## src/rtl/fifo4x16.sv

```systemverilog
// fifo4x16: four-entry, 16-bit show-ahead FIFO with occupancy, full/empty
// status and one-cycle overflow/underflow pulses for rejected requests.
module fifo4x16 #(
  parameter int WIDTH = 16,
  parameter int DEPTH = 4
) (
  input  logic             clk,
  input  logic             reset,
  input  logic [WIDTH-1:0] in,
  input  logic             push,
  input  logic             pop,
  output logic [WIDTH-1:0] out,
  output logic             full,
  output logic             empty,
  output logic [2:0]       count,
  output logic             overflow,
  output logic             underflow
);

  logic [WIDTH-1:0] mem_r [DEPTH];
  logic [1:0]       wp_r;
  logic [1:0]       rp_r;
  logic [2:0]       count_r;
  logic             overflow_r;
  logic             underflow_r;

  logic             full_s;
  logic             empty_s;
  logic             push_ok_s;
  logic             pop_ok_s;

  // Status flags come from the occupancy counter, never from pointer compare.
  assign full_s  = (count_r == 3'(DEPTH));
  assign empty_s = (count_r == 3'd0);

  // A push into a full FIFO is still legal when a pop vacates the same slot.
  assign push_ok_s = push && (!full_s || pop);
  assign pop_ok_s  = pop && !empty_s;

  // Storage, pointers, occupancy and error pulses; pointers wrap at 2 bits.
  always_ff @(posedge clk or posedge reset) begin
    if (reset) begin
      for (int i = 0; i < DEPTH; i++) begin
        mem_r[i] <= {WIDTH{1'b0}};
      end
      wp_r        <= 2'd0;
      rp_r        <= 2'd0;
      count_r     <= 3'd0;
      overflow_r  <= 1'b0;
      underflow_r <= 1'b0;
    end else begin
      if (push_ok_s) begin
        mem_r[wp_r] <= in;
        wp_r        <= wp_r + 2'd1;
      end
      if (pop_ok_s) begin
        rp_r <= rp_r + 2'd1;
      end
      case ({push_ok_s, pop_ok_s})
        2'b10:   count_r <= count_r + 3'd1;
        2'b01:   count_r <= count_r - 3'd1;
        default: count_r <= count_r;
      endcase
      overflow_r  <= push && !push_ok_s;
      underflow_r <= pop && !pop_ok_s;
    end
  end

  // Show-ahead read port: oldest word, or zero while nothing is stored.
  always_comb begin
    out = {WIDTH{1'b0}};
    if (!empty_s) begin
      out = mem_r[rp_r];
    end else begin
      out = {WIDTH{1'b0}};
    end
  end

  assign full      = full_s;
  assign empty     = empty_s;
  assign count     = count_r;
  assign overflow  = overflow_r;
  assign underflow = underflow_r;

endmodule
```

## config.mk

```make
export PLATFORM = sky130hd
export DESIGN_NAME = fifo4x16
export DESIGN_NICKNAME = d
export VERILOG_FILES = /design/src/rtl/fifo4x16.sv
export SDC_FILE = /design/constraint.sdc
export NUM_CORES = 1
export LEC_CHECK = 0
export CORE_AREA = 2 2 110 112
export CTS_CLUSTER_SIZE = 16
export DETAILED_ROUTE_END_ITERATION = 8
export DIE_AREA = 0 0 112 114
export PLACE_DENSITY = 0.48
export SKIP_CTS_REPAIR_TIMING = 1
export SLEW_MARGIN = 20
export SYNTH_ARGS = -nofsm -noshare
export SYNTH_HDL_FRONTEND = slang
export SYNTH_SLANG_ARGS = --single-unit
```

## constraint.sdc

```tcl
create_clock -name clk -period 2.5 [get_ports clk]
set_input_delay 0.5 -clock clk [delete_from_list [all_inputs] [get_ports clk]]
set_output_delay 0.5 -clock clk [all_outputs]
set_load 0.02 [all_outputs]
```

* Word-level counts from Yosys, hierarchy flattened
Index checks and enable logic that the tools add are counted.
** Operators by class
- Divide/modulo/power cells :: 0
- Bitwise operators :: 2
- Multipliers :: 0
- Reduce and logical (&&, ||, !) cells :: 12
- Shift-type cells :: 0
- Add/subtract/negate cells :: 4
- Mux-type cells :: 8
- Equality and inequality tests :: 3
- $lt $le $gt $ge :: 3
** Operators by type and width (count)
- 64-bit bitwise mux :: 1
- 16-bit two-way mux :: 4
- 16-bit binary-select mux with 2-bit select :: 1
- 16-bit demux with 2-bit select :: 1
- 3-bit greater-or-equal comparator, second input constant :: 2
- 2-bit inverter with 3-bit output :: 2
- 3-bit case mux with 2 select lines :: 1
- 1-bit logical AND :: 5
- 2-bit by 1-bit adder with 2-bit output, second input constant :: 2
- 1-bit zero test :: 4
- 3-bit by 1-bit adder with 3-bit output, second input constant :: 1
- 3-bit equality test, second input constant :: 1
- 3-bit zero test :: 1
- 3-bit by 1-bit < comparator with 1-bit output, second input constant :: 1
- 3-bit by 1-bit subtractor with 3-bit output, second input constant :: 1
- 2-bit by 1-bit equality test with 1-bit output, second input constant :: 1
- 2-bit equality test, second input constant :: 1
- 2-bit nonzero test :: 1
- 1-bit logical OR :: 1
** Word-level totals
- Latch bits :: 0
- Bits of input ports :: 20
- Word-level logic and storage cells :: 41
- Output and inout bits :: 23
- ROM bits :: 0
- Memories :: 0
- Register bits after elaboration :: 73
- RAM bits :: 0

* Logic depth before layout (Yosys ltp)
Gate-level depths: netlist of run 1.
- Depth after elaboration :: 6
- Depth in mapped cells :: 9
- Depth with buffers taken out :: 8

* Least setup slack after synthesis of run 1
OpenSTA, ideal clock, no wires.
- Kind :: register to register
- From :: register count_r[0], in the netlist count[0]
- To :: register count_r[2], in the netlist count[2]
- Path buffers :: 0
- Data arrival time :: 2138 ps
- Required time :: 2420 ps
- Setup time :: 80 ps
- Period minus slack after synthesis :: 2218 ps
- Slack :: 282 ps
- Cell stages (with the launch flop) :: 9
- Cells stage by stage :: dfrtp_1 nor4b_4 nand2b_1 ha_1 inv_1 fa_1 xor2_1 nor2_1 xor2_1
** On the way
- Cells in the longest elaborated chain, start to end :: 6
- Elaborated cells between the ends (all ways) :: 13
- Classes of those cells :: add/sub: 2; eq/ne: 3; mux: 1; reduce/logical: 7
** Ends and longest elaborated chain
- from (decl) :: RTL line 23 : logic [2:0] count_r;
- from (signal assigned) :: RTL line 60 : 2'b10: count_r <= count_r + 3'd1;
- from (signal assigned) :: RTL line 61 : 2'b01: count_r <= count_r - 3'd1;
- from (signal assigned) :: RTL line 62 : default: count_r <= count_r;
- 3-bit equality test :: RTL line 33 : assign full_s = (count_r == 3'(DEPTH));
- 1-bit zero test :: RTL line 37 : assign push_ok_s = push && (!full_s || pop);
- 1-bit logical OR :: RTL line 37
- 1-bit logical AND :: RTL line 37
- 2-bit by 1-bit equality test with 1-bit output / 2-bit equality test (equally long branches) :: RTL line 59 : case ({push_ok_s, pop_ok_s})
- 3-bit case mux with 2 select lines / 2-bit nonzero test (equally long branches)
Several ways; a longest one is shown, not always the timed one.
A chain may end at the register's enable or synchronous reset.

* Final worst setup path of run 1
- From :: register rp_r[1]
- To :: output out[0]
** On the way
- Cells in the longest elaborated chain, start to end :: 5
** Ends and longest elaborated chain
- from (decl) :: RTL line 22 : logic [1:0] rp_r;
- from (signal assigned) :: RTL line 57 : rp_r <= rp_r + 2'd1;
- 2-bit inverter with 3-bit output (implied by the code) :: RTL line 73 : out = mem_r[rp_r];
- 16-bit binary-select mux with 2-bit select :: RTL line 73
- 16-bit two-way mux (implied by the code) (2 in a row) :: RTL line 73
- 16-bit two-way mux :: RTL line 72 : if (!empty_s) begin
- to (decl) :: RTL line 12 : output logic [WIDTH-1:0] out,
Every way passes these cells. The select of a mux whose other input is x is not followed.

==> flow_metrics.tcl, run 1 <==
set metrics [dict create \
    outcome "finished clean" \
    maximum_number_of_pins_on_one_net_before_global_route_repair 41 \
    numClockSinks 73 \
    grt_pass1_vias 2132 \
    antenna_found_initial 0 \
    antenna-diode-count 0 \
    synthesis.yosys.warnings 0 \
    critical_path.max_fanout 5 \
    drt_iter0_markers 57 \
    setup_viol 0 \
    post_synth_and_or_nand_nor_area_fraction_pct 6.34 \
    buffer_ports.inserted 42 \
    firstDrtPassIters 4 \
    syn_nets 243 \
    post_synth_num_cell_types 23 \
    synthDominantCellAreaShare_pct 54.1 \
    chipHeight_um 114 \
    worstPathRequired_ns 2.00 \
    mostFrequentLayoutCell "sky130_fd_sc_hd__dfrtp_1" \
    drt_drc_violations_left 0 \
    timing.critical_path.to_type "output pin" \
    fill_cells 1150 \
    post_synth_instance_area_um2 3370 \
    final_cell_mix "sky130_fd_sc_hd__dfrtp_1, sky130_fd_sc_hd__mux2_2, sky130_fd_sc_hd__clkdlybuf4s50_1" \
    total_i_o_pin_count 43 \
    max-slew-margin-rel_pct 76.8 \
    cts.htree.levels 3 \
    worstHoldPathType "in2async" \
    clock-root-buffer "sky130_fd_sc_hd__clkbuf_16" \
    cp-start-kind "flip-flop" \
    grt_pass1_wl_um 11900 \
    initial_utilization_pct 28.8 \
    detailroute.via_count 1976 \
    postSynthCellCount 217 \
    drv.max_cap_violation_count 0 \
    timing.fmax_mhz 411 \
    place_hpwl_um 4810 \
    cellPowerDensity_nw_per_um2 1480 \
    num_rows 40 \
    synth_seq_area_share_pct 54.1 \
    peakVddDrop_uv 644 \
    synth.largest_area_cell "sky130_fd_sc_hd__dfrtp_1" \
    synthToLayoutAreaGrowth_pct 33.1 \
    final_instance_area_um2 4490 \
    transition_time_at_the_pin_with_the_least_slew_margin_ns 0.347 \
    die_width_um 112 \
    insertion_delay_ns 0.33 \
    place_congestion 0.700 \
    drt_wl_total_um 7040 \
    gr_util_all_layers_pct 12.2 \
    syn_area_per_cell_um2 15.6 \
    timing_max_transition_violations_final 0 \
    ys_ff_latch 73 \
    static-leakage-power_nw 2.04 \
    min_period_over_period_pct 97.2 \
    layout_min_cycle_time_ns 2.43 \
    remaining_global_route_overflow 0 \
    core_area_um2 11700 \
    dp_cells 418 \
    cts_tree "built" \
    ant_nets 0 \
    timing.setup.critical_path_class "reg2out" \
    synth.top_cells.by_area "sky130_fd_sc_hd__dfrtp_1, sky130_fd_sc_hd__mux2_2, sky130_fd_sc_hd__mux4_2" \
    cts_max_path_buffers 2 \
    cts-buffers-inserted 9 \
    synthMuxAreaShare_pct 32.7 \
    vias_per_cell 4.54 \
    critPathArrivalTime_ns 1.93 \
    post_dp_cell_area_um2 4110 \
    post_drt_wl_per_cell_um 16.2 \
    yosys.area_share.adder_pct 2.45 \
    finClkSkew_ns 0.00704 \
    clkTransAtPathRegs_ns 0.06 \
    synth_compound_area_share_pct 0 \
    synth_top_family_by_area "multiplexers" \
    synth_xor_area_share_pct 1.56 \
    setup_tns_ns 0 \
    design.final.nets 310 \
    fraction_of_layout_cells_with_a_size_suffix_above_1_pct 43.8 \
    design.die.area_um2 12800 \
    final-instance-count-excl-fill 435 \
    report.final.hold_viol_count 0 \
    rsz_0062_raised_after_global_routing "false" \
]
-- final timing paths --
path	start	end	slack (ns)	cells after the start
worst max-delay path	rp_r[1]	out[0]	0.07	3
worst min-delay path	reset	mem_r[37]	0.46	2
worst max register to register	count[0]	count[2]	0.41	9
worst min register to register	mem_r[17]	mem_r[17]	0.50	1
max in group asynchronous	reset	rp_r[1]	1.51	3
min in group clk	mem_r[17]	mem_r[17]	0.50	1
-- report_power, final --
part           total [mW]  leakage (nW)  switching [mW]  internal, mW
clock                1.37         0.153           0.477         0.895
sequential           2.13         0.866           0.343          1.79
combinational        3.13          1.02            1.29          1.84
-- worst max-delay path: stages, from the launching register on --
cell and delay, ns:
sky130_fd_sc_hd__dfrtp_2 0.42, sky130_fd_sc_hd__mux4_2 0.51, sky130_fd_sc_hd__nor2b_1 0.14, sky130_fd_sc_hd__clkdlybuf4s50_1 0.53
-- cell usage after synthesis --
master,count
sky130_fd_sc_hd__nor2_2,4
sky130_fd_sc_hd__and3_1,1
sky130_fd_sc_hd__inv_1,6
sky130_fd_sc_hd__dfrtp_1,73
sky130_fd_sc_hd__buf_6,4
sky130_fd_sc_hd__mux4_2,16
sky130_fd_sc_hd__mux2i_1,1
sky130_fd_sc_hd__nand2b_1,1
sky130_fd_sc_hd__and2_1,1
sky130_fd_sc_hd__ha_1,5
sky130_fd_sc_hd__nor3_1,1
sky130_fd_sc_hd__nor2_1,2
sky130_fd_sc_hd__mux2_2,65
sky130_fd_sc_hd__clkbuf_1,3
sky130_fd_sc_hd__and3b_1,1
sky130_fd_sc_hd__buf_4,1
sky130_fd_sc_hd__nor4b_4,1
sky130_fd_sc_hd__fa_1,1
sky130_fd_sc_hd__xor2_1,4
sky130_fd_sc_hd__xnor2_1,2
sky130_fd_sc_hd__nand2_1,5
sky130_fd_sc_hd__buf_2,2
sky130_fd_sc_hd__nor2b_1,17
-- per-layer routing --
layer	GRT usage, %	wire length (µm)	up-vias
met1	16.1	3290	1027
met5	0	0	-
met4	4.88	122	0
met3	2.87	224	9
met2	19.6	3400	29
li1	-	-	911
-- registers in the layout, summed over array words and instances (netlist names) --
name and count:
count 3, rp_r 2, mem_r 64, wp_r 2
underflow 1, overflow 1
-- cells by family after synthesis --
group | Yosys count
buffers and inverters | 16
xor gates and xnor gates | 6
adders and majority gates | 6
and+or+nand+nor | 34
DFF | 73
muxes | 82
-- metrics by stage --
| stage | power (mW) | util, % | hold WS [ns] | setup slack, ns |
|---|---|---|---|---|
| detailed placement | 5.37 | 35.1 | 0.491 | 0.0255 |
| global placement | 5.32 | 35.1 | 0.485 | 0.0729 |
| CTS | 6.76 | 37.8 | 0.461 | -0.178 |
| floorplan | 4.16 | - | 0.475 | 0.147 |
| finish | 6.63 | 38.4 | 0.458 | 0.0696 |
| global route | 7.07 | 38.4 | 0.483 | 0.0178 |
-- area by class of cell --
| class | instances | area [µm²] | area share (%) |
|---|---|---|---|
| Clock buffer | 12 | 246 | 5.49 |
| Clock inverter | 3 | 65.1 | 1.45 |
| Inverter | 6 | 22.5 | 0.501 |
| Multi-Input combinational cell | 128 | 1460 | 32.6 |
| Sequential cell | 73 | 1830 | 40.7 |
| Tap cell | 147 | 184 | 4.09 |
| Timing Repair Buffer | 66 | 683 | 15.2 |
(Power assumes the default switching activity.)
==> run 2, diff against run 1 <==
--- a/config.mk
+++ b/config.mk
@@ -10,6 +10,7 @@
 export DETAILED_ROUTE_END_ITERATION = 8
 export DIE_AREA = 0 0 112 114
 export PLACE_DENSITY = 0.48
+export SETUP_SLACK_MARGIN = 0.1
 export SKIP_CTS_REPAIR_TIMING = 1
 export SLEW_MARGIN = 20
 export SYNTH_ARGS = -nofsm -noshare
==> flow_metrics.tcl, run 2 (synthesis gave the netlist of run 1 again) <==
set metrics [dict create \
    worstHoldPathType "in2async" \
    remaining_global_route_overflow 0 \
    cts.htree.levels 3 \
    num_rows 40 \
    synthToLayoutAreaGrowth_pct 33.3 \
    layout_min_cycle_time_ns 2.28 \
    firstDrtPassIters 4 \
    cts-buffers-inserted 9 \
    timing.setup.critical_path_class "reg2out" \
    crit_path_cell_trace "buf_12 > mux4_2 > nor2b_1 > dlymetal6s2s_1" \
    cts_max_path_buffers 2 \
    total_i_o_pin_count 43 \
    report.final.hold_viol_count 0 \
    final_cell_mix "sky130_fd_sc_hd__dfrtp_1, sky130_fd_sc_hd__mux2_2, sky130_fd_sc_hd__clkdlybuf4s50_1" \
    antenna-diode-count 0 \
    timing_max_transition_violations_final 0 \
    max_stage_delay_ns 0.50 \
    die_width_um 112 \
    buffer_ports.inserted 42 \
    design.final.nets 310 \
    core_area_um2 11700 \
    post_drt_wl_per_cell_um 16.2 \
    detailroute.via_count 1976 \
    drt_drc_violations_left 0 \
    rsz_0062_raised_after_global_routing "false" \
    max-slew-margin-rel_pct 76.8 \
    cts_tree "built" \
    maximum_number_of_pins_on_one_net_before_global_route_repair 41 \
    antenna_found_initial 0 \
    final-instance-count-excl-fill 435 \
    dp_cells 418 \
    peakVddDrop_uv 644 \
    timing.critical_path.slowest_stage_cell "sky130_fd_sc_hd__mux4_2" \
    timing.critical_path.to_type "output pin" \
    initial_utilization_pct 28.8 \
    r2r_setup_slack_ns 0.41 \
    clock-root-buffer "sky130_fd_sc_hd__clkbuf_16" \
    drv.max_cap_violation_count 0 \
    grt_pass1_vias 2132 \
    vias_per_cell 4.54 \
    gr_util_all_layers_pct 12.2 \
    worstPathRequired_ns 2.00 \
    place_hpwl_um 4810 \
    design.die.area_um2 12800 \
    transition_time_at_the_pin_with_the_least_slew_margin_ns 0.347 \
    static-leakage-power_nw 2.06 \
    critical_path.top_delay_family "multiplexers" \
    drt_wl_total_um 7050 \
    ant_nets 0 \
    mostFrequentLayoutCell "sky130_fd_sc_hd__dfrtp_1" \
    critPathArrivalTime_ns 1.78 \
    numClockSinks 73 \
    top_register "mem_r" \
    insertion_delay_ns 0.33 \
    setup_tns_ns 0 \
    cellPowerDensity_nw_per_um2 1470 \
    outcome "finished clean" \
    finClkSkew_ns 0.00704 \
    fill_cells 1148 \
    place_congestion 0.700 \
    flip_flop_count_of_the_largest_register_all_copies_and_words_added 64 \
    cp-start-kind "flip-flop" \
    timing.fmax_mhz 439 \
    critical_path.max_fanout 11 \
    setup_viol 0 \
    fraction_of_layout_cells_with_a_size_suffix_above_1_pct 43.8 \
    chipHeight_um 114 \
    grt_pass1_wl_um 11900 \
    min_period_over_period_pct 91.2 \
    clkTransAtPathRegs_ns 0.06 \
    drt_iter0_markers 57 \
    timing.critical_path.buf_inv 2 \
]
-- run 2: changes by cell type in the layout (fill, tap and decap cells not counted), sizes merged --
cell / change
clkdlybuf4s50: -2
dlymetal6s2s: +2
-- run 2: stage by stage --
| step | area, µm² | total power, mW | setup WS (ns) | hold WS, ns | util, % |
|---|---|---|---|---|---|
| 2_1_floorplan | 3370 | 4.16 | 0.147 | 0.475 | - |
| 3_3_place_gp | 4110 | 5.32 | 0.0729 | 0.485 | 35.1 |
| 3_5_place_dp | 4110 | 5.37 | 0.0255 | 0.491 | 35.1 |
| 4_1_cts | 4420 | 6.76 | -0.178 | 0.461 | 37.8 |
| 5_1_grt | 4500 | 7.06 | 0.143 | 0.483 | 38.4 |
| 6_report | 4500 | 6.63 | 0.220 | 0.458 | 38.4 |
-- run 2: routing by layer --
metal	vias to the layer above	GRT usage, %	wire (µm)	share of wire, %
li1	911	-	-	-
met1	1027	16.1	3300	47
met2	29	19.6	3400	48
met3	9	2.87	224	3.2
met4	0	4.88	122	1.7
met5	-	0	0	0
-- run 2: worst paths after layout --
| check | endpoint | start | cells after the start |
|---|---|---|---|
| worst max-delay path | out[7] | rp_r[0] | 4 |
| worst min register to register | mem_r[17] | mem_r[17] | 1 |
| worst max register to register | count[2] | count[0] | 9 |
| min in group clk | mem_r[17] | mem_r[17] | 1 |
| max in group asynchronous | rp_r[1] | reset | 3 |
| worst min-delay path | mem_r[37] | reset | 2 |
-- run 2: area by class of cell --
cell class | count | area [µm²] | area share, %
well taps | 147 | 184 | 4.09
repair buffers | 66 | 688 | 15.3
flip-flops and latches | 73 | 1830 | 40.7
clock inverters | 3 | 65.1 | 1.45
multi-input cells | 128 | 1460 | 32.5
clock buffers | 12 | 246 | 5.48
inverters | 6 | 22.5 | 0.501
-- run 2: power by group --
group          total, mW  switching [mW]  internal, mW
Sequential          2.13           0.343          1.79
Combinational       3.13            1.29          1.83
Clock               1.37           0.477         0.895
Total               6.63            2.11          4.51
-- run 2: worst reg2reg max path: cells and delay by family (launching register included) --
family        cells  cell delay (ns)
flops             1             0.53
buf+inv           2             0.22
fa+ha+maj         2             0.57
xor+xnor          2             0.30
simple gates      3             0.39
==> run 3, diff against run 2 <==
--- a/config.mk
+++ b/config.mk
@@ -12,7 +12,6 @@
 export PLACE_DENSITY = 0.48
 export SETUP_SLACK_MARGIN = 0.1
 export SKIP_CTS_REPAIR_TIMING = 1
-export SLEW_MARGIN = 20
 export SYNTH_ARGS = -nofsm -noshare
 export SYNTH_HDL_FRONTEND = slang
 export SYNTH_SLANG_ARGS = --single-unit
==> results of run 3 <==
Same layout as run 2: the final DEF is identical, and so are final timing and power.
